File: src/rtl/minbd_pkg.sv
// rtl/minbd_pkg.sv - shared flit fields, port indices and FSM encoding for the MinBD golden controller
package minbd_pkg;

  localparam int VALID_BIT = 10;
  localparam int SRC_MSB   = 9;
  localparam int SRC_LSB   = 6;

  localparam int PORT_N = 3;
  localparam int PORT_S = 2;
  localparam int PORT_E = 1;
  localparam int PORT_W = 0;

  typedef enum logic [1:0] {
    ST_INIT = 2'd0,
    ST_RUN  = 2'd1,
    ST_HOLD = 2'd2
  } state_e;

  function automatic logic [1:0] onehot_to_idx(input logic [3:0] oh);
    logic [1:0] idx;
    idx = '0;
    for (int i = 0; i < 4; i++) begin
      if (oh[i]) idx = 2'(i);
    end
    return idx;
  endfunction

endpackage

File: src/rtl/minbd_rr_pick4.sv
// rtl/minbd_rr_pick4.sv - four-way round-robin pick, scanning N->S->E->W from the pointer
module minbd_rr_pick4 (
  input  logic [3:0] req_i,
  input  logic [1:0] ptr_i,
  output logic [3:0] gnt_o
);

  logic [1:0] idx;
  logic       found;

  // Port order N=3, S=2, E=1, W=0, so "next port" is a 2-bit decrement.
  always_comb begin
    gnt_o = '0;
    found = 1'b0;
    idx   = '0;
    for (int k = 0; k < 4; k++) begin
      idx = ptr_i - 2'(k);
      if (!found && req_i[idx]) begin
        gnt_o[idx] = 1'b1;
        found      = 1'b1;
      end
    end
  end

endmodule

File: src/rtl/minbd_golden_ctrl.sv
// rtl/minbd_golden_ctrl.sv - MinBD golden/silver port selection, epoch rotation and injection grant
// Defining GOLDEN_STATS_EN adds the saturating golden_cnt output.
module minbd_golden_ctrl #(
  parameter int FLIT_W    = 11,
  parameter int EPOCH_LEN = 64,
  parameter int NUM_NODES = 16
) (
  input  logic              clk,
  input  logic              rst,
  input  logic [FLIT_W-1:0] northad,
  input  logic [FLIT_W-1:0] southad,
  input  logic [FLIT_W-1:0] eastad,
  input  logic [FLIT_W-1:0] westad,
  input  logic              hold,
  input  logic              inj_req,
  output logic [3:0]        golden_vec,
  output logic [3:0]        silver_vec,
  output logic              inj_gnt,
  output logic [3:0]        golden_src
`ifdef GOLDEN_STATS_EN
  ,
  output logic [15:0]       golden_cnt
`endif
);
  import minbd_pkg::*;

  localparam logic [9:0] EPOCH_LAST = 10'(EPOCH_LEN - 1);
  localparam logic [3:0] SRC_LAST   = 4'(NUM_NODES - 1);

  logic [FLIT_W-1:0] flit [4];
  logic [3:0]        src  [4];
  logic [3:0]        valid, gold_hit, silver_req;
  logic [3:0]        golden_d, golden_q, silver_d, silver_q;
  logic [1:0]        rr_ptr_d, rr_ptr_q;
  state_e            state_d, state_q;
  logic [9:0]        epoch_cnt_d, epoch_cnt_q;
  logic [3:0]        golden_src_d, golden_src_q;
  logic              inj_gnt_d, inj_gnt_q;
  logic              run_adv;
  logic              unused_dest_bits;

  assign flit[PORT_N] = northad;
  assign flit[PORT_S] = southad;
  assign flit[PORT_E] = eastad;
  assign flit[PORT_W] = westad;

  assign unused_dest_bits = ^{northad[SRC_LSB-1:0], southad[SRC_LSB-1:0],
                              eastad[SRC_LSB-1:0], westad[SRC_LSB-1:0]};

  always_comb begin
    for (int i = 0; i < 4; i++) begin
      valid[i]    = flit[i][VALID_BIT];
      src[i]      = flit[i][SRC_MSB:SRC_LSB];
      gold_hit[i] = valid[i] && (src[i] == golden_src_q);
    end
  end

  always_comb begin
    golden_d = '0;
    if (gold_hit[PORT_N])      golden_d[PORT_N] = 1'b1;
    else if (gold_hit[PORT_S]) golden_d[PORT_S] = 1'b1;
    else if (gold_hit[PORT_E]) golden_d[PORT_E] = 1'b1;
    else if (gold_hit[PORT_W]) golden_d[PORT_W] = 1'b1;
  end

  // Only the golden winner is excluded; other flits carrying the golden id may still go silver.
  assign silver_req = valid & ~golden_d;

  minbd_rr_pick4 u_rr_pick (
    .req_i (silver_req),
    .ptr_i (rr_ptr_q),
    .gnt_o (silver_d)
  );

  assign rr_ptr_d = (silver_d != 4'b0000) ? onehot_to_idx(silver_d) - 2'd1 : rr_ptr_q;

  always_comb begin
    state_d = state_q;
    case (state_q)
      ST_INIT: state_d = ST_RUN;
      ST_RUN:  if (hold) state_d = ST_HOLD;
      ST_HOLD: if (!hold) state_d = ST_RUN;
      default: state_d = ST_INIT;
    endcase
  end

  // A RUN cycle with hold raised already counts as frozen, including at an epoch boundary.
  assign run_adv = (state_q == ST_RUN) && !hold;

  always_comb begin
    epoch_cnt_d  = epoch_cnt_q;
    golden_src_d = golden_src_q;
    if (run_adv) begin
      if (epoch_cnt_q == EPOCH_LAST) begin
        epoch_cnt_d  = '0;
        golden_src_d = (golden_src_q == SRC_LAST) ? 4'd0 : golden_src_q + 4'd1;
      end else begin
        epoch_cnt_d = epoch_cnt_q + 10'd1;
      end
    end
  end

  assign inj_gnt_d = inj_req && run_adv && !(&valid);

  always_ff @(posedge clk) begin
    if (rst) begin
      state_q      <= ST_INIT;
      epoch_cnt_q  <= '0;
      golden_src_q <= '0;
      rr_ptr_q     <= 2'(PORT_N);
      golden_q     <= '0;
      silver_q     <= '0;
      inj_gnt_q    <= 1'b0;
    end else begin
      state_q      <= state_d;
      epoch_cnt_q  <= epoch_cnt_d;
      golden_src_q <= golden_src_d;
      rr_ptr_q     <= rr_ptr_d;
      golden_q     <= golden_d;
      silver_q     <= silver_d;
      inj_gnt_q    <= inj_gnt_d;
    end
  end

  assign golden_vec = golden_q;
  assign silver_vec = silver_q;
  assign inj_gnt    = inj_gnt_q;
  assign golden_src = golden_src_q;

`ifdef GOLDEN_STATS_EN
  logic [15:0] golden_cnt_q;

  always_ff @(posedge clk) begin
    if (rst) begin
      golden_cnt_q <= '0;
    end else if ((golden_q != 4'b0000) && (golden_cnt_q != 16'hFFFF)) begin
      golden_cnt_q <= golden_cnt_q + 16'd1;
    end
  end

  assign golden_cnt = golden_cnt_q;
`endif

endmodule

File: config.mk
export PLATFORM = sky130hd
export DESIGN_NAME = minbd_golden_ctrl
export DESIGN_NICKNAME = d
export VERILOG_FILES = /design/src/rtl/minbd_pkg.sv /design/src/rtl/minbd_rr_pick4.sv /design/src/rtl/minbd_golden_ctrl.sv
export SDC_FILE = /design/constraint.sdc
export NUM_CORES = 1
export LEC_CHECK = 0
export ABC_CLOCK_PERIOD_IN_PS = 3950
export CORE_MARGIN = 3
export CORE_UTILIZATION = 30
export DETAILED_ROUTE_END_ITERATION = 8
export PLACE_DENSITY = 0.66
export SETUP_SLACK_MARGIN = 0.02
export SYNTH_ARGS = -nofsm -noshare
export SYNTH_HDL_FRONTEND = slang
export SYNTH_SLANG_ARGS = --single-unit
File: constraint.sdc
create_clock -name clk -period 3.95 [get_ports clk]
set_clock_uncertainty 0.15 [all_clocks]
set_input_delay 0.79 -clock clk [delete_from_list [all_inputs] [get_ports clk]]
set_output_delay 0.79 -clock clk [all_outputs]
set_load 0.005 [all_outputs]
==> Flow_metrics.wiki, run 1 <==
{| class="wikitable"
! Metric !! Value
|-
| Minimum setup slack after placement || 0.0812 ns
|-
| Global-route congestion overflow total || 0
|-
| Cell with the most instances after synthesis || sky130_fd_sc_hd__dfxtp_1
|-
| CTS tree || built
|-
| Yosys synthesis warning count || 0
|-
| Total area of multi-input combinational cells || 0.00113 sq mm
|-
| Largest fanout of any net on the critical path || 4
|-
| Post-CTS Hold Fix Bufs || 0
|-
| Number of diodes added for antenna fixing || 0
|-
| Hold wc startpoint || epoch_cnt_q[1]
|-
| Gr usage total || 0.129
|-
| Most used flip-flop cell after synthesis || sky130_fd_sc_hd__dfxtp_1
|-
| Routed vias || 1511
|-
| Gp weighted congestion || between 0.8 and 0.9
|-
| First-pass GRT wire length || 6800 um
|-
| # Max-Cap Violations || 0
|-
| Number of enable-type register cells in the synthesized netlist || 0
|-
| Cell leakage power || 0.868 nW
|-
| Hold Fails Final Rpt || 0
|-
| Status || complete, no violations
|-
| Nature of the critical path endpoint || register
|-
| Fillcell total || about 570
|-
| Cell chosen for the clock root || sky130_fd_sc_hd__clkbuf_8
|-
| Startpoint types || input port
|-
| Antenna violations before repair || 0
|-
| Final worst path period need || 3.58 ns
|-
| Depth of the worst register-to-register path || 9
|-
| H-tree depth || 1
|-
| Port-buffer cells || 36
|-
| End point of the most critical hold path || epoch_cnt_q[1]
|-
| Asr flop ratio synth || 0
|-
| Worst IR drop on VDD || 196 uV
|-
| Power per unit of standard cell area || 391 mW/mm^2
|-
| FF-to-FF setup slack || approximately 0.75 ns
|-
| Hold crit path type || reg2reg
|-
| Setup violators final || 0
|-
| # clock sinks || 27
|-
| Post-synthesis instance total || around 200
|-
| Least-Margin Pin Slew || 0.524 ns
|-
| Worst setup path class || in2reg
|-
| List of most frequent post-synthesis cells || sky130_fd_sc_hd__dfxtp_1, sky130_fd_sc_hd__nor2_1, sky130_fd_sc_hd__nand2_1, sky130_fd_sc_hd__xor2_1, sky130_fd_sc_hd__xnor2_1
|-
| Setup TNS || 0 ns
|-
| Final worst setup slack || 0.372 ns
|-
| Part of the Yosys area used for sequential elements || 0.309
|-
| Power Total || 0.873 mW
|-
| Post-CTS Setup Bufs || 0
|-
| Share of the synthesized area in the top cell type || 0.309
|-
| Clock slew seen by the registers of the worst setup and hold paths || 0.10 ns
|-
| Largest net degree at the start of global routing || 18
|-
| Post-detailed-route wirelength per cell || 13.0 um
|-
| Max Clk Rate || 279 MHz
|-
| Worst-case headroom to the max-slew limit || 0.649
|-
| Setup repair after global routing missed its margin || no
|-
| Synthesized area divided by synthesized cell count || 8.83 sq um
|-
| Count of unique library cells instantiated by Yosys || 51
|-
| Clock latency of the later-clocked register in the worst-skew pair || 0.28 ns
|-
| Startpoint of the most critical register-to-register path || golden_src[1]
|-
| Start point of the critical path || westad[7]
|-
| Die outline width || 82.3 um
|-
| Flip-flop and latch count after synthesis || 27
|-
| DRC violations left || 0
|-
| Die area || 0.00678 sq mm
|-
| Crit share post-route || 0.906
|-
| TritonCTS buffer count || 3
|-
| Crit-path max cell delay || 0.42 ns
|-
| Synth Cell Area || around 0.0017 sq mm
|-
| Final number of max-transition violations || 0
|-
| Starting DRT DRC Count || 80
|-
| Post-synth net total || 255
|-
| Register area || 541 sq um
|-
| Ranking of synthesized cells by area || sky130_fd_sc_hd__dfxtp_1, sky130_fd_sc_hd__xor2_1, sky130_fd_sc_hd__ha_1
|-
| Hpwl dp || 3050 um
|-
| Data required, critical path || approximately 4.0 ns
|-
| I/O pin cnt || 61
|-
| Mean number of vias per cell || between 4 and 5
|-
| Row Count || 27
|-
| RR Endpoint || rr_ptr_q[0]
|-
| Layout Area Growth over Synthesis || 27.8%
|-
| Critical path data arrival time || 3.61 ns
|-
| Cells along the critical path || clkdlybuf4s50_1, xor2_1, nor4_2, a21boi_1, a21oi_1, o31ai_2, mux2_2, a2111o_1, a21bo_1, a21o_1
|-
| Cells resized by post-CTS repair || 0
|-
| Post-Route Hold Slack || ~0.4 ns
|-
| Final routed wirelength across all metal layers || approximately 4000 um
|-
| Layout Nets || 294
|-
| Total core area || 0.00557 sq mm
|-
| Remaining antenna violation count after routing || 0
|-
| Initial Util || 0.314
|-
| Number of buffers between clock root and the deepest sink || 2
|-
| Number of global-route vias before repair || roughly 1500
|-
| Worst hold path cell count || 2
|-
| Layout cells sized above 1 || 0.0932
|-
| First drt pass iteration count || 4
|-
| Leading area contributor after synthesis || sky130_fd_sc_hd__dfxtp_1
|-
| Die Height || 82.3 um
|-
| Critical-path top delay cell || sky130_fd_sc_hd__o31ai_2
|}
worst max-delay path by stage:
stage | to | slack, ns | cells past startpoint
6_report | rr_ptr_q[0] | 0.37 | 10
5_1_grt | rr_ptr_q[1] | 0.24 | 10
4_1_cts | rr_ptr_q[0] | 0.38 | 10
3_5_place_dp | rr_ptr_q[0] | 0.08 | 10
3_3_place_gp | rr_ptr_q[0] | 0.07 | 10
2_1_floorplan | rr_ptr_q[0] | 0.65 | 9
registers in the layout (all words and copies together) (netlist names):
name         cells
epoch_cnt_q     10
golden_src       4
golden_vec       4
inj_gnt          1
rr_ptr_q         2
silver_vec       4
state_q          2
metal layers:
layer / vias up / track usage / share of wire
li1: 782 / - / -
met1: 701 / 0.169 / 0.48
met2: 22 / 0.208 / 0.47
met3: 6 / 0.0315 / 0.037
met4: 0 / 0.0365 / 0.015
met5: - / 0 / 0
area by class of cell:
type | instances | area share
flip-flops and latches | 27 | 0.242
clock buffers | 4 | 0.0202
well taps | 72 | 0.0403
inverters | 5 | 0.00840
multi-input cells | 157 | 0.504
repair buffers | 43 | 0.185
logic make-up after synthesis:
kind of cell               Yosys count  share of synthesized area
AOI/OAI and AO/OA                   41                      0.188
adders and majority gates           10                     0.0702
and+or+nand+nor                     73                      0.215
xor gates and xnor gates            27                      0.135
DFF                                 27                      0.309
muxes                                6                     0.0365
buffers and inverters               14                     0.0458
per-stage QoR:
stage          cells  utilization  instance area [sq um]
2_1_floorplan    198            -                   1750
3_3_place_gp     304        0.393                   2190
3_5_place_dp     304        0.393                   2190
4_1_cts          308        0.401                   2230
5_1_grt          308        0.401                   2230
6_report         308        0.401                   2230
power by group:
group | leakage (nW) | switching [mW] | internal, mW
clock | 0.0228 | 0.0868 | 0.0724
sequential | 0.219 | 0.0298 | 0.298
combinational | 0.626 | 0.186 | 0.200
total | 0.868 | 0.302 | 0.571
critical path: cells and delay by family:
family	cells	cell delay, ns
and+or+nand+nor	1	0.37
muxes	1	0.40
buffers and inverters	1	0.41
AOI/OAI and AO/OA	6	1.50
xor gates and xnor gates	1	0.15
layout by cell type (no fill, tap or decap), types with 7 or more instances in the layout:
cell	n
sky130_fd_sc_hd__clkdlybuf4s50_1	36
sky130_fd_sc_hd__dfxtp_1	27
sky130_fd_sc_hd__nor2_1	26
sky130_fd_sc_hd__nand2_1	18
sky130_fd_sc_hd__xor2_1	15
sky130_fd_sc_hd__xnor2_1	12
sky130_fd_sc_hd__ha_1	9
sky130_fd_sc_hd__a21oi_1	8
sky130_fd_sc_hd__buf_4	7
No activity file was read; power rests on OpenSTA's default activity.
==> inputs of run 2 (changes only) <==
- ABC_CLOCK_PERIOD_IN_PS: 3950 -> 3700
- clock period: 3.95 -> 3.7 ns (I/O delays scaled with it)
==> run 2 against run 1 <==
First-iteration DRC count rose by 31%. Final cell count rose by 2.6%. Routed wire length rose by 1.9%. Sequential cell count did not move. Clock power rose by 13%. Critical path depth rose by 1. Sequential share of layout area fell by 0.74 points. Largest cell class unchanged. Largest power group unchanged.
==> Flow_metrics.wiki, run 2 (synthesis results as in run 1) <==
{| class="wikitable"
! Metric !! Value
|-
| Post-CTS Hold Fix Bufs || 0 (unchanged)
|-
| Number of global-route vias before repair || 1562 (was 1456)
|-
| RR Endpoint || rr_ptr_q[0] (unchanged)
|-
| # Max-Cap Violations || 0 (unchanged)
|-
| I/O pin cnt || 61 (unchanged)
|-
| Mean number of vias per cell || 5.08 (was 4.91)
|-
| Commonest cells after routing, fill and taps aside || sky130_fd_sc_hd__clkdlybuf4s50_1, sky130_fd_sc_hd__dfxtp_1, sky130_fd_sc_hd__nor2_1 (unchanged)
|-
| Setup repair after global routing missed its margin || no (unchanged)
|-
| Cell count after placement || 312 (was 304)
|-
| First-pass GRT wire length || 6980 um (was 6800 um)
|-
| Leading cell type in the layout, fill and taps excluded || sky130_fd_sc_hd__clkdlybuf4s50_1 (unchanged)
|-
| Setup violators final || 0 (unchanged)
|-
| FF-to-FF setup slack || 0.55 ns (was 0.75 ns)
|-
| Worst setup path class || in2reg (unchanged)
|-
| Setup TNS || 0 ns (unchanged)
|-
| Startpoint of the most critical register-to-register path || golden_src[0] (was golden_src[1])
|-
| Number of buffers between clock root and the deepest sink || 2 (unchanged)
|-
| Critical path data arrival time || 3.54 ns (was 3.61 ns)
|-
| Clock slew seen by the registers of the worst setup and hold paths || 0.10 ns (about the same)
|-
| Power per unit of standard cell area || 427 mW/mm^2 (was 391 mW/mm^2)
|-
| Routed vias || 1605 (was 1511)
|-
| Initial Util || 0.314 (unchanged)
|-
| Post-layout utilization of the core || 0.413 (was 0.401)
|-
| Fillcell total || 561 (was 572)
|-
| Final worst setup slack || 0.199 ns (was 0.372 ns)
|-
| Post-Route Hold Slack || 0.385 ns (was 0.390 ns)
|-
| First drt pass iteration count || 4 (unchanged)
|-
| Worst IR drop on VDD || 214 uV (was 196 uV)
|-
| # clock sinks || 27 (unchanged)
|-
| Cell area after placement || 0.00225 sq mm (was 0.00219 sq mm)
|-
| CTS tree || built (unchanged)
|-
| Layout Nets || 302 (was 294)
|-
| Antenna violations before repair || 0 (unchanged)
|-
| Starting DRT DRC Count || 105 (was 80)
|-
| Number of non-filler instances in the completed layout || 316 (was 308)
|-
| Hold crit path type || reg2reg (unchanged)
|-
| Final worst path period need || 3.50 ns
|-
| Layout Area Growth over Synthesis || 31.9% (was 27.8%)
|-
| Clock latency of the later-clocked register in the worst-skew pair || 0.28 ns (about the same)
|-
| Largest fanout of any net on the critical path || 3 (was 4)
|-
| Cell leakage power || 0.909 nW (was 0.868 nW)
|-
| Remaining antenna violation count after routing || 0 (unchanged)
|-
| Data required, critical path || 3.74 ns (was 3.98 ns)
|-
| Depth of the worst register-to-register path || 9 (unchanged)
|-
| Least-Margin Pin Slew || 0.512 ns (was 0.524 ns)
|-
| H-tree depth || 1 (unchanged)
|-
| Finished layout cell area || 0.00230 sq mm (was 0.00223 sq mm)
|-
| DRC violations left || 0 (unchanged)
|-
| Cell chosen for the clock root || sky130_fd_sc_hd__clkbuf_8 (unchanged)
|-
| Hpwl dp || 3090 um (was 3050 um)
|-
| Largest net degree at the start of global routing || 18 (unchanged)
|-
| Die area || 0.00678 sq mm (unchanged)
|-
| Total core area || 0.00557 sq mm (unchanged)
|-
| Gr usage total || 0.132 (was 0.129)
|-
| Hold Fails Final Rpt || 0 (unchanged)
|-
| End point of the most critical hold path || epoch_cnt_q[9] (was epoch_cnt_q[1])
|-
| Gp weighted congestion || 0.826 (was 0.835)
|-
| Hold wc startpoint || epoch_cnt_q[9] (was epoch_cnt_q[1])
|-
| Status || complete, no violations (unchanged)
|-
| Worst-case headroom to the max-slew limit || 0.657 (was 0.649)
|-
| Minimum setup slack after placement || -0.0875 ns (was 0.0812 ns)
|-
| Die Height || 82.3 um (unchanged)
|-
| Die outline width || 82.3 um (unchanged)
|-
| Port-buffer cells || 36 (unchanged)
|-
| Layout cells sized above 1 || 0.131 (was 0.0932)
|-
| Register name with the most flops || epoch_cnt_q (unchanged)
|-
| Number of diodes added for antenna fixing || 0 (unchanged)
|-
| Global-route congestion overflow total || 0 (unchanged)
|-
| Max FFs per register || 10 (unchanged)
|-
| Post-detailed-route wirelength per cell || 12.9 um (was 13.0 um)
|-
| Final routed wirelength across all metal layers || 4080 um (was 4010 um)
|-
| Crit share post-route || 0.946
|-
| TritonCTS buffer count || 3 (unchanged)
|-
| Worst hold path cell count || 2 (unchanged)
|-
| Nature of the critical path endpoint || register (unchanged)
|-
| Startpoint types || input port (unchanged)
|-
| Max Clk Rate || approximately 290 MHz
|-
| Final number of max-transition violations || 0 (unchanged)
|-
| Row Count || 27 (unchanged)
|-
| Post-CTS Setup Bufs || 0 (unchanged)
|-
| Power Total || 0.985 mW (was 0.873 mW)
|}
[run 2: cell count changes in the layout (fill, tap and decap cells not counted), sizes merged]
cell and change:
clkinvlp +1, clkbuf -1, buf +8
[run 2: per-layer routing]
layer	routed length [um]	share of wire	vias up	GRT usage
li1	-	-	800	-
met1	1840	0.45	759	0.167
met2	1980	0.49	40	0.220
met3	208	0.051	6	0.0304
met4	46	0.011	0	0.0415
met5	0	0	-	0
[run 2: layout make-up]
class                      instances  area, sq um  area share
clock buffer                       3         41.3      0.0179
clock inverter                     1         7.51     0.00326
inverter                           5         18.8     0.00814
multi-input combinational        157         1130       0.492
sequential                        27          541       0.235
tap                               72         90.1      0.0391
timing repair buffer              51          473       0.205
[run 2: repair_timing]
action                                  in CTS  in global routing
endpoints found under the hold margin        0                  0
resized for setup                            0                  1
endpoints found under the setup margin       0                  1
[run 2: how the worst max path moves through the flow]
stage | startpoint | to | depth (start not counted)
floorplan | westad[7] | rr_ptr_q[0] | 9
global route | westad[7] | rr_ptr_q[0] | 11
CTS | westad[7] | rr_ptr_q[0] | 11
global placement | westad[7] | rr_ptr_q[0] | 11
detailed placement | westad[7] | rr_ptr_q[0] | 11
finish | westad[7] | rr_ptr_q[0] | 11
[run 2: power breakdown]
part	switching, mW	leakage (nW)	internal (mW)	total [mW]
Combinational	0.230	0.668	0.243	0.472
Sequential	0.0144	0.219	0.319	0.333
Clock	0.103	0.0217	0.0767	0.179
Total	0.347	0.909	0.638	0.985
[run 2: worst max-delay path, cell delays in order]
cell	delay, ns
sky130_fd_sc_hd__clkdlybuf4s50_1	0.42
sky130_fd_sc_hd__xor2_1	0.15
sky130_fd_sc_hd__nor4_2	0.36
sky130_fd_sc_hd__a21boi_1	0.24
sky130_fd_sc_hd__a21oi_1	0.11
sky130_fd_sc_hd__buf_4	0.15
sky130_fd_sc_hd__or4_1	0.49
sky130_fd_sc_hd__a21oi_1	0.37
sky130_fd_sc_hd__a221oi_2	0.16
sky130_fd_sc_hd__a21bo_1	0.19
sky130_fd_sc_hd__a21o_1	0.17
==> inputs of run 3 (changes only) <==
--- a/config.mk
+++ b/config.mk
@@ -11,3 +11,2 @@
 export DETAILED_ROUTE_END_ITERATION = 8
-export PLACE_DENSITY = 0.66
 export SETUP_SLACK_MARGIN = 0.02
--- a/constraint.sdc
+++ b/constraint.sdc
@@ -4,2 +4,2 @@
 set_output_delay 0.74 -clock clk [all_outputs]
-set_load 0.005 [all_outputs]
+set_load 0.05 [all_outputs]
==> run 3 against run 2 <==
Combinational power is 11% higher. Highest routed layer unchanged. Sequential cell count stayed put. Final area is 0.16% lower. Total power is 3.4% higher. Clock-buffer cell count is 1 higher. Via count is 5.1% lower. Worst hold slack worse by 0.0020 ns.
==> Flow_metrics.wiki, run 3 (synthesis results as in run 1) <==
{| class="wikitable"
! Metric !! Value
|-
| Status || complete, no violations (unchanged)
|-
| Cell leakage power || 0.905 nW (was 0.909 nW)
|-
| Number of global-route vias before repair || 1532 (was 1562)
|-
| Gp weighted congestion || 0.790 (was 0.826)
|-
| Die Height || 82.3 um (unchanged)
|-
| Least-Margin Pin Slew || 0.517 ns (was 0.512 ns)
|-
| Setup violators final || 0 (unchanged)
|-
| Global-route congestion overflow total || 0 (unchanged)
|-
| # Max-Cap Violations || 0 (unchanged)
|-
| Die outline width || 82.3 um (unchanged)
|-
| I/O pin cnt || 61 (unchanged)
|-
| Final worst setup slack || 0.277 ns (was 0.199 ns)
|-
| Largest fanout of any net on the critical path || 3 (unchanged)
|-
| Power Total || 1.02 mW (was 0.985 mW)
|-
| Layout Nets || 301 (was 302)
|-
| Startpoint types || input port (unchanged)
|-
| Total core area || 0.00557 sq mm (unchanged)
|-
| Startpoint of the most critical register-to-register path || golden_src[0] (unchanged)
|-
| Routed vias || 1523 (was 1605)
|-
| Number of diodes added for antenna fixing || 0 (unchanged)
|-
| Crit share post-route || 0.925 (was 0.946)
|-
| DRC violations left || 0 (unchanged)
|-
| Hold Fails Final Rpt || 0 (unchanged)
|-
| Post-CTS Hold Fix Bufs || 0 (unchanged)
|-
| Antenna violations before repair || 0 (unchanged)
|-
| Worst IR drop on VDD || 227 uV (was 214 uV)
|-
| Leading cell type in the layout, fill and taps excluded || sky130_fd_sc_hd__clkdlybuf4s50_1 (unchanged)
|-
| Layout Area Growth over Synthesis || 31.6% (was 31.9%)
|-
| Remaining antenna violation count after routing || 0 (unchanged)
|-
| CTS tree || built (unchanged)
|-
| Max Clk Rate || 292 MHz (was 286 MHz)
|-
| Data required, critical path || 3.71 ns (was 3.74 ns)
|-
| Nature of the critical path endpoint || register (unchanged)
|-
| Starting DRT DRC Count || 59 (was 105)
|-
| Critical-path top delay cell || sky130_fd_sc_hd__clkdlybuf4s50_1 (was sky130_fd_sc_hd__or4_1)
|-
| Largest net degree at the start of global routing || 18 (unchanged)
|-
| Fillcell total || 575 (was 561)
|-
| Critical path data arrival time || 3.44 ns (was 3.54 ns)
|-
| Port-buffer cells || 36 (unchanged)
|-
| Max FFs per register || 10 (unchanged)
|-
| Crit-path max cell delay || 0.41 ns (was 0.49 ns)
|-
| First drt pass iteration count || 4 (unchanged)
|-
| Final worst path period need || 3.42 ns (was 3.50 ns)
|-
| Post-detailed-route wirelength per cell || 12.6 um (was 12.9 um)
|-
| Number of buffers between clock root and the deepest sink || 2 (unchanged)
|-
| Final number of max-transition violations || 0 (unchanged)
|-
| Power per unit of standard cell area || 442 mW/mm^2 (was 427 mW/mm^2)
|-
| Cells along the critical path || clkdlybuf4s50_1, xor2_1, nor4_2, a21boi_2, a21oi_1, o31ai_2, mux2_2, a2111o_1, a21bo_1, a21o_1 (was clkdlybuf4s50_1, xor2_1, nor4_2, a21boi_1, a21oi_1, buf_4, or4_1, a21oi_1, a221oi_2, a21bo_1, a21o_1)
|-
| Initial Util || 0.314 (unchanged)
|-
| TritonCTS buffer count || 3 (unchanged)
|-
| Cell chosen for the clock root || sky130_fd_sc_hd__clkbuf_8 (unchanged)
|-
| Minimum setup slack after placement || -0.118 ns (was -0.0875 ns)
|-
| Worst setup path class || in2reg (unchanged)
|-
| Hold wc startpoint || epoch_cnt_q[1] (was epoch_cnt_q[9])
|-
| Clock latency of the later-clocked register in the worst-skew pair || 0.27 ns (was 0.28 ns)
|-
| Gr usage total || 0.125 (was 0.132)
|-
| # clock sinks || 27 (unchanged)
|-
| Layout cells sized above 1 || 0.132 (was 0.131)
|-
| Commonest cells after routing, fill and taps aside || sky130_fd_sc_hd__clkdlybuf4s50_1, sky130_fd_sc_hd__dfxtp_1, sky130_fd_sc_hd__nor2_1 (unchanged)
|-
| H-tree depth || 1 (unchanged)
|-
| First-pass GRT wire length || 6730 um (was 6980 um)
|-
| Hpwl dp || 3150 um (was 3090 um)
|-
| Final routed wirelength across all metal layers || 3980 um (was 4080 um)
|-
| Row Count || 27 (unchanged)
|-
| Mean number of vias per cell || 4.83 (was 5.08)
|-
| Setup repair after global routing missed its margin || no (unchanged)
|-
| Die area || 0.00678 sq mm (unchanged)
|-
| Clock slew seen by the registers of the worst setup and hold paths || 0.08 ns (was 0.10 ns)
|-
| Hold crit path type || reg2reg (unchanged)
|-
| Worst-case headroom to the max-slew limit || 0.655 (was 0.657)
|-
| Register name with the most flops || epoch_cnt_q (unchanged)
|-
| Start point of the critical path || westad[7] (unchanged)
|}
==> run 3: changes by cell type in the layout (fill, tap and decap cells not counted), sizes merged <==
cell      change
clkinvlp      -1
buf           -1
clkbuf        +1
==> run 3: path summary, 6_finish.rpt <==
| path | endpoint | slack [ns] | cells after the start |
|---|---|---|---|
| max | rr_ptr_q[0] | 0.28 | 10 |
| min | epoch_cnt_q[1] | 0.38 | 2 |
| max reg2reg | rr_ptr_q[0] | 0.63 | 9 |
| min reg2reg | epoch_cnt_q[1] | 0.38 | 2 |
==> run 3: metal layers <==
metal / GRT usage / wire, um
met1: 0.162 / 1920
met2: 0.216 / 1910
met3: 0.0141 / 121
met4: 0.0365 / 32
met5: 0 / 0
==> run 3: area by class of cell <==
| type | count | area (sq um) | area share |
|---|---|---|---|
| multi-input combinational | 157 | 1140 | 0.496 |
| tap | 72 | 90.1 | 0.0392 |
| clock buffer | 4 | 45.0 | 0.0196 |
| sequential | 27 | 541 | 0.235 |
| timing repair buffer | 50 | 465 | 0.202 |
| inverter | 5 | 18.8 | 0.00816 |
==> run 3: critical path: cells and delay by family <==
kind	cells	cell delay [ns]
compound gates	6	1.38
xor+xnor	1	0.16
buf+inv	1	0.41
mux	1	0.40
simple gates	1	0.34
==> run 3: through the flow <==
step | hold slack [ns] | utilization | TNS, ns | std cells | cell area [sq um]
after floorplan | 0.321 | - | 0 | 198 | 1750
after global routing | 0.428 | 0.413 | 0 | 315 | 2300
after detailed placement | 0.375 | 0.402 | -0.233 | 311 | 2240
final | 0.383 | 0.413 | 0 | 315 | 2300
after CTS | 0.395 | 0.410 | 0 | 315 | 2290
after global placement | 0.349 | 0.402 | -0.239 | 311 | 2240
==> run 3: what timing repair did <==
item	in CTS	in global routing
endpoints found under the hold margin	0	0
endpoints found under the setup margin	0	2
resized for setup	0	3
buffers inserted	0	0
==> run 3: where the power goes <==
part	internal (mW)	total, mW	switching (mW)	leakage (nW)
Sequential	0.319	0.333	0.0145	0.219
Combinational	0.235	0.524	0.289	0.663
Clock	0.0769	0.161	0.0839	0.0228
==> RTL edit (config.mk and constraints of run 3) <==
Compare `epoch_cnt_q` against `EPOCH_LAST` with >= in place of ==.
--- a/src/rtl/minbd_golden_ctrl.sv
+++ b/src/rtl/minbd_golden_ctrl.sv
@@ -91,7 +91,7 @@
     epoch_cnt_d  = epoch_cnt_q;
     golden_src_d = golden_src_q;
     if (run_adv) begin
-      if (epoch_cnt_q == EPOCH_LAST) begin
+      if (epoch_cnt_q >= EPOCH_LAST) begin
         epoch_cnt_d  = '0;
         golden_src_d = (golden_src_q == SRC_LAST) ? 4'd0 : golden_src_q + 4'd1;
       end else begin
Behaviour: same outputs for any inputs over 10 cycles, from zero or initial values and one cycle with rst high; that may be too few to reach the edited logic, so the function may still have changed.
==> RTL edit against run 3 <==
Area after synthesis rose by 0.14%; routed wire length fell by 5.3%; setup slack improved by 130 ps; critical path type unchanged; power fell by 4.2%; global-route usage fell by 0.36 points; final area fell by 3.4%; sequential cell count did not move; maximum frequency rose by 4.0%.
==> RTL edit: results (changes against run 3) <==
- The largest fanout on the critical path was 4 (was 3).
- The part of the Yosys area used for sequential elements is 0.3088 (was 0.3092).
- Seq/total area: 0.2431 (was 0.2349)
- The flip-flop count of the largest register, all copies and words added was 10 (unchanged).
- The multi-input combinational cell count came to 148 (was 157).
* CTS Buffer Depth: 2 (unchanged)
- Critical path startpoint: westad[9] (was westad[7])
- The actual slew at the worst max-slew pin was 547.8 ps (was 516.6 ps).
- The minimum clock period is 3291 ps (was 3423 ps).
- The cell area after placement was 0.002175 mm2 (was 0.002242 mm2).
- The layout cell share with drive strength beyond 1 came to 0.1096 (was 0.1317).
* RePlAce Congestion: 0.8291 (was 0.7898)
- Number of ordinary inverters in the final layout: 9 (was 5)
- Area contributors post-synth: sky130_fd_sc_hd__dfxtp_1, sky130_fd_sc_hd__ha_1, sky130_fd_sc_hd__xor2_1, sky130_fd_sc_hd__xnor2_1, sky130_fd_sc_hd__nor2_1 (was sky130_fd_sc_hd__dfxtp_1, sky130_fd_sc_hd__xor2_1, sky130_fd_sc_hd__ha_1, sky130_fd_sc_hd__xnor2_1, sky130_fd_sc_hd__nor2_1).
- The final-report max-slew violation count was 0 (unchanged).
- The via count was 1459 (was 1523).
- The detailed placement HPWL was 2.919 mm (was 3.154 mm).
* First DRT Iteration DRCs: 51 (was 59)
- IR drop worst, VDD: 0.3302 mV (was 0.2265 mV)
- Most frequent cells after synthesis: sky130_fd_sc_hd__dfxtp_1, sky130_fd_sc_hd__nor2_1, sky130_fd_sc_hd__nand2_1, sky130_fd_sc_hd__xor2_1, sky130_fd_sc_hd__xnor2_1 (unchanged).
* Routed len/inst: 12.57 um (was 12.64 um)
* First-pass GRT wire length: 6.527 mm (was 6.727 mm)
- Count of unique library cells instantiated by Yosys: 53 (was 51)
- The post-synth net total was 248 (was 255).
- Non-clock buffer share: 0.1756 (was 0.2023)
* Synth Instances: 191 (was 198)
* Buffers excl. clock: 40 (was 50)
- Static leakage: 0.8301 nW (was 0.9051 nW)
- Portion of the layout cell area used by clock cells: 0.02195 (was 0.01958)
- The register clock-pin slew on the reported worst setup and hold paths was 100 ps (was 80 ps).
- Outcome: complete, no violations (unchanged)
- The worst reg-to-reg setup slack is 720 ps (was 630 ps).
- Capturing point of the worst reg2reg path: rr_ptr_q[1]$_SDFFE_PP1P_ (was rr_ptr_q[0]$_SDFFE_PP1P_)
* Total GRT Usage: 0.1215 (was 0.1251)
- The multi-input gate share of the layout cell area was 0.5037 (was 0.4959).
* Fill count: 589 (was 575)
* Final cell count without fillers: 300 (was 315)
- Full die area: 0.006787 mm2 (was 0.006778 mm2)
RTL edit: cell types whose count changed after synthesis, moves of 3 or more:
cell	run 3	this run
sky130_fd_sc_hd__xor2_1	15	12
sky130_fd_sc_hd__a311oi_1	0	3
sky130_fd_sc_hd__mux2_2	3	0
sky130_fd_sc_hd__inv_1	5	9
sky130_fd_sc_hd__nor2_1	26	20
sky130_fd_sc_hd__nand2_1	18	13
sky130_fd_sc_hd__and2_1	5	1
sky130_fd_sc_hd__a31o_1	0	4
sky130_fd_sc_hd__nand3_1	3	6
sky130_fd_sc_hd__a21oi_1	8	5
RTL edit: worst max-delay path, stage by stage:
cell	delay, ps
sky130_fd_sc_hd__clkdlybuf4s50_1	410
sky130_fd_sc_hd__xor2_1	150
sky130_fd_sc_hd__nor4_2	360
sky130_fd_sc_hd__a21boi_1	350
sky130_fd_sc_hd__a211oi_1	150
sky130_fd_sc_hd__or4_4	550
sky130_fd_sc_hd__a21oi_4	220
sky130_fd_sc_hd__a221o_1	210
sky130_fd_sc_hd__nor2_1	60
sky130_fd_sc_hd__o221ai_2	140
RTL edit: power by group:
group / switching (mW) / internal [mW]
registers: 0.0125 / 0.317
logic: 0.279 / 0.193
clock network: 0.0979 / 0.0764
total: 0.389 / 0.586
RTL edit: how the worst min path moves through the flow:
| stage | start | depth (start not counted) | end | slack [ps] |
|---|---|---|---|---|
| floorplan | epoch_cnt_q[9]$_SDFFE_PP0P_ | 2 | epoch_cnt_q[9]$_SDFFE_PP0P_ | 290 |
| CTS | epoch_cnt_q[6]$_SDFFE_PP0P_ | 1 | epoch_cnt_q[6]$_SDFFE_PP0P_ | 350 |
| global route | epoch_cnt_q[6]$_SDFFE_PP0P_ | 1 | epoch_cnt_q[6]$_SDFFE_PP0P_ | 370 |
| finish | epoch_cnt_q[6]$_SDFFE_PP0P_ | 1 | epoch_cnt_q[6]$_SDFFE_PP0P_ | 340 |
| global placement | epoch_cnt_q[9]$_SDFFE_PP0P_ | 2 | epoch_cnt_q[9]$_SDFFE_PP0P_ | 310 |
| detailed placement | epoch_cnt_q[7]$_SDFFE_PP0P_ | 1 | epoch_cnt_q[7]$_SDFFE_PP0P_ | 330 |
RTL edit: per-layer routing:
metal,up-vias,wire (um),global-route usage
li1,770,-,-
met1,656,1904,0.1638
met2,31,1616,0.1939
met3,2,226,0.02928
met4,0,24,0.02990
met5,-,0,0
RTL edit: logic make-up (layout without fill, tap and decap cells):
family / after synthesis / count (layout) / share of synthesized area
buffers and inverters: 16 / 53 / 0.05146
muxes: 5 / 5 / 0.02859
DFF: 27 / 27 / 0.3088
AOI/OAI and AO/OA: 40 / 40 / 0.1951
adders and majority gates: 10 / 10 / 0.07005
xor gates and xnor gates: 23 / 23 / 0.1194
and+or+nand+nor: 70 / 70 / 0.2266
